--- config.mk ---
export PLATFORM = sky130hd
export DESIGN_NAME = multi_vc_buffer
export DESIGN_NICKNAME = d
export VERILOG_FILES = /design/src/rtl/multi_vc_buffer.sv
export SDC_FILE = /design/constraint.sdc
export NUM_CORES = 1
export LEC_CHECK = 0
export CORE_UTILIZATION = 30
export DETAILED_ROUTE_END_ITERATION = 12
export PLACE_DENSITY = 0.49
export SYNTH_ARGS = -nofsm -noshare
export SYNTH_HDL_FRONTEND = slang
export SYNTH_SLANG_ARGS = --single-unit
--- constraint.sdc ---
create_clock -name clk -period 3.15 [get_ports clk]
set_input_delay 0.7875 -clock clk [delete_from_list [all_inputs] [get_ports clk]]
set_output_delay 0.7875 -clock clk [all_outputs]
set_load 0.05 [all_outputs]
--- src/rtl/multi_vc_buffer.sv ---
// Multi-virtual-channel input buffer: VC_NUM circular FIFOs sharing one storage block, with per-VC credit return.
// Optional sticky error flags per VC are enabled by defining MULTI_VC_BUFFER_ERR_CHECK_EN.
module multi_vc_buffer #(
  parameter int VC_NUM      = 2,
  parameter int BUFFER_SIZE = 8,
  parameter int FLIT_SIZE   = 8,
  localparam int VC_W       = (VC_NUM > 1) ? $clog2(VC_NUM) : 1
) (
  input  logic                 clk,
  input  logic                 rst,
  input  logic                 write_i,
  input  logic [VC_W-1:0]      write_vc_i,
  input  logic [FLIT_SIZE-1:0] data_i,
  input  logic                 read_i,
  input  logic [VC_W-1:0]      read_vc_i,
  output logic [FLIT_SIZE-1:0] data_o,
  output logic [VC_NUM-1:0]    is_full_o,
  output logic [VC_NUM-1:0]    is_empty_o,
  output logic [VC_NUM-1:0]    credit_o
`ifdef MULTI_VC_BUFFER_ERR_CHECK_EN
  ,
  output logic [VC_NUM-1:0]    error_o
`endif
);

  localparam int PTR_W = $clog2(BUFFER_SIZE);
  localparam int CNT_W = $clog2(BUFFER_SIZE + 1);

  logic [PTR_W-1:0]     rd_ptr [VC_NUM];
  logic [PTR_W-1:0]     wr_ptr [VC_NUM];
  logic [CNT_W-1:0]     cnt    [VC_NUM];
  logic [FLIT_SIZE-1:0] mem    [VC_NUM][BUFFER_SIZE];

  logic [VC_NUM-1:0] full, empty;
  logic [VC_NUM-1:0] rd_req, wr_req, rd_en, wr_en;
  logic [VC_NUM-1:0] credit_p0;

  // Explicit wrap so non-power-of-two depths work.
  function automatic logic [PTR_W-1:0] ptr_next(input logic [PTR_W-1:0] p);
    return (p == PTR_W'(BUFFER_SIZE - 1)) ? '0 : p + PTR_W'(1);
  endfunction

  // Selects that match no VC index produce no request on any VC.
  always_comb begin
    full   = '0;
    empty  = '0;
    rd_req = '0;
    wr_req = '0;
    rd_en  = '0;
    wr_en  = '0;
    data_o = '0;
    for (int v = 0; v < VC_NUM; v++) begin
      full[v]   = (cnt[v] == CNT_W'(BUFFER_SIZE));
      empty[v]  = (cnt[v] == '0);
      rd_req[v] = read_i  && (read_vc_i  == VC_W'(v));
      wr_req[v] = write_i && (write_vc_i == VC_W'(v));
      rd_en[v]  = rd_req[v] && !empty[v];
      wr_en[v]  = wr_req[v] && (!full[v] || rd_en[v]);
      if ((read_vc_i == VC_W'(v)) && !empty[v])
        data_o = mem[v][rd_ptr[v]];
    end
  end

  assign is_full_o  = full;
  assign is_empty_o = empty;
  assign credit_o   = credit_p0;

  // Stage p0: pointer/count update and credit register
  always_ff @(posedge clk or negedge rst) begin
    if (!rst) begin
      for (int v = 0; v < VC_NUM; v++) begin
        rd_ptr[v] <= '0;
        wr_ptr[v] <= '0;
        cnt[v]    <= '0;
      end
      credit_p0 <= '0;
    end else begin
      credit_p0 <= rd_en;
      for (int v = 0; v < VC_NUM; v++) begin
        if (rd_en[v]) rd_ptr[v] <= ptr_next(rd_ptr[v]);
        if (wr_en[v]) wr_ptr[v] <= ptr_next(wr_ptr[v]);
        if (wr_en[v] && !rd_en[v])
          cnt[v] <= cnt[v] + CNT_W'(1);
        else if (rd_en[v] && !wr_en[v])
          cnt[v] <= cnt[v] - CNT_W'(1);
      end
    end
  end

  always_ff @(posedge clk) begin
    for (int v = 0; v < VC_NUM; v++)
      if (wr_en[v]) mem[v][wr_ptr[v]] <= data_i;
  end

`ifdef MULTI_VC_BUFFER_ERR_CHECK_EN
  logic [VC_NUM-1:0] err_flag;

  always_ff @(posedge clk or negedge rst) begin
    if (!rst)
      err_flag <= '0;
    else
      err_flag <= err_flag | (wr_req & ~wr_en) | (rd_req & ~rd_en);
  end

  assign error_o = err_flag;
`endif

endmodule

==> impl_results.md <==
- Syn_area_per_cell: 18.7 sq um
- Final #Nets: 437
- Status: finished, final reports clean
- Post-route antenna net violation count: 0
- Kind of critical path: primary input to output port
- N_diodes: 0
- Largest family of logic cells by synthesized area: multiplexers
- Die width: 147 um
- Mapped Area: 6340 sq um
- Via/cell ratio: 4.76
- CP startpoint kind: primary input
- Final Max Slew Viols: 0
- Maximum capacitance violations: 0
- Simple-gate area share of the yosys netlist: 0.0545
- Root Buffer: clkbuf_16
- Deepest clock path buffer count: 2
- Unrepaired setup endpoints after global routing: true
- Arr. time, crit path: 2.31 ns
- Post-synth ARST share: 0.147
- Largest area contributor in the netlist: edfxtp_1
- Worst Hold Class: flop to flop
- Synth area leaders: edfxtp_1, dfrtp_1, mux4_1
- # DRC: 0
- Die area: 21700 sq um
- Port Buf Inserts: 27
- Fin. Hold Viols: 0
- Vias in the first global route: 3473
- Period utilization: 0.984
- Initial antenna violation count: 0
- RePlAce Congestion: 0.748
- DR iter-0 viols: 178
- Critical Path Fanout Max: 8
- Drt wl/cell: 18.4 um
- Cell with the most instances after synthesis: edfxtp_1
- Placed insts: 658
- Max-slew headroom: 0.603
- Sink Count: 150
- Fraction of layout cells with a size suffix above 1: 0.263
- CTS tree: yes
- Leak: 2.79 nW
- Post-synth EDFFs: 128
- Vias: 3281
- Hold Buf Count CTS: 0
- Final std cells w/o fill: 689
- Synth top area share: 0.606
- Post-Synth XOR/XNOR Area: 0.00553
- YS warnings: 0
- GRT Overall Usage: 0.126
- Post CTS Setup Buffer Count: 0
- Core Area: 20500 sq um
- Worst reg-to-reg setup slack: 0.47 ns
- Final Hold Slack: 0.516 ns
- Pwr/cell area: 920 nW/um^2
- Required @ worst endpoint: 2.36 ns
- Num CTS Buffers: 17
- CP Cell Sequence: clkdlybuf4s50_1, buf_4, nand3b_4, o22ai_2, a221o_1, buf_12
- DPL Wire Length: 8.60 mm
- Fin area: 7850 sq um
- Register area share after synthesis: 0.693
- Drt total wl: 12.7 mm
- Adder-Cell Fraction of Synth Area: 0.0339
- Mux share of post-synthesis cell area: 0.145
- DRT Pass-1 Iters: 5
- Synth Net Count: 369
- First-pass GRT wire length: 19.7 mm
- Yosys cell types: 40
- Area growth from synthesis to layout: 23.9%
- Seq cells post-synth: 150
- Worst slew pin tran: 0.591 ns
- Clock slew at reported path FFs: 0.06 ns
- List of most frequent post-synthesis cells: edfxtp_1, dfrtp_1, inv_1
- Slowest-stage cell, CP: clkdlybuf4s50_1
- # setup viols final: 0
- H-tree Lvls: 4
- Area after DPL: 7190 sq um
- Complex-gate fraction of the synthesized area: 0.0420
- Largest net degree at the start of global routing: 23
- GR Overflow Total: 0
- Worst vdd ir: 0.322 mV
- Clk_skew: 0.00700 ns
- Die boundary height: 147 um
- Min cycle time layout: 3.10 ns
- Skew-Pair Late Insertion Delay: 0.41 ns
- Cells after Synth: 339
- CP endpoint kind: output port
- Initial Util: 0.309
- CP peak stage delay: 0.45 ns
- Top Ports: 28
- CP bufs+invs: 3
- Row cnt: 52
- Peak Freq: 323 MHz
- Top FF cell, synth: edfxtp_1
- Worst path top cell family by delay: buffers and inverters
-- routing by layer --
layer	GRT usage	wire, um	vias to the layer above
met5	0	0	-
met4	0.0495	162	0
met3	0.0296	530	11
met2	0.209	6420	58
met1	0.160	5580	1703
li1	-	-	1509
-- where the power goes --
part / internal, W / switching, W / total, W
Sequential: 0.00242 / 0.000228 / 0.00265
Combinational: 0.00124 / 0.00135 / 0.00258
Clock: 0.00124 / 0.000758 / 0.00199
-- flip-flops by register name, indices dropped and copies added (netlist names) --
name,cells
wr_ptr,6
credit_o,2
mem,128
rd_ptr,6
cnt,8
-- cell families (layout without fill, tap and decap cells) --
logic type | count (synthesis) | count (layout)
flops | 150 | 150
fa+ha+maj | 16 | 16
xor+xnor | 4 | 4
simple gates | 58 | 58
compound gates | 34 | 34
mux | 44 | 44
buf+inv | 33 | 113
-- cell type report --
type | count | area [sq um]
clock inverter | 13 | 158
inverter | 23 | 86.3
sequential | 150 | 4400
clock buffer | 18 | 429
tap | 270 | 338
fill | 1877 | 12600
timing repair buffer | 59 | 594
multi-input combinational | 156 | 1850
-- layout by cell type (no fill, tap or decap), drive strengths merged --
| cell | instances |
|---|---|
| a2111oi | 2 |
| a21o | 2 |
| a21oi | 2 |
| a221o | 8 |
| a311oi | 1 |
| a31oi | 1 |
| and2 | 2 |
| buf | 40 |
| bufinv | 3 |
| clkbuf | 18 |
| clkdlybuf4s50 | 16 |
| clkinv | 6 |
| clkinvlp | 3 |
| dfrtp | 22 |
| dlygate4sd2 | 3 |
| edfxtp | 128 |
| fa | 2 |
| ha | 14 |
| inv | 24 |
| mux2 | 10 |
| mux2i | 2 |
| mux4 | 32 |
| nand2 | 14 |
| nand2b | 4 |
| nand3 | 1 |
| nand3b | 4 |
| nor2 | 9 |
| nor3 | 15 |
| nor3b | 7 |
| nor4 | 1 |
| o21ai | 8 |
| o22ai | 8 |
| o31ai | 2 |
| or4 | 1 |
| xnor2 | 4 |
-- worst min-delay path, delay by kind of cell (launching register included) --
family,cells,cell delay (ns)
flip-flops,1,0.34
AO/OA/AOI/OAI,1,0.08
AND/OR/NAND/NOR,1,0.06
-- per-stage QoR --
step                      setup TNS, ns  total power (W)  utilization  setup slack, ns
after detailed placement         -0.551          0.00524        0.351           -0.147
after global routing            -0.0345          0.00760        0.383          -0.0202
after CTS                             0          0.00727        0.381          0.00365
after global placement           -0.369          0.00517        0.351          -0.0760
after floorplan                       0          0.00432            -            0.216
final                                 0          0.00723        0.383           0.0513
-- final timing paths --
check	start	cells past startpoint	end
max in group asynchronous	rst	2	cnt[0]
setup / recovery	read_vc_i	6	data_o[2]
hold / removal	rd_ptr[4]	2	rd_ptr[4]
hold reg to reg	rd_ptr[4]	2	rd_ptr[4]
min in group asynchronous	rst	2	cnt[3]
setup reg to reg	cnt[0]	10	cnt[3]
-- timing repair --
action,CTS,global route
endpoints found under the setup margin,11,8
gates resized for setup,8,9
pin swaps,1,2
Note: power is estimated with default switching activity, not from simulation.
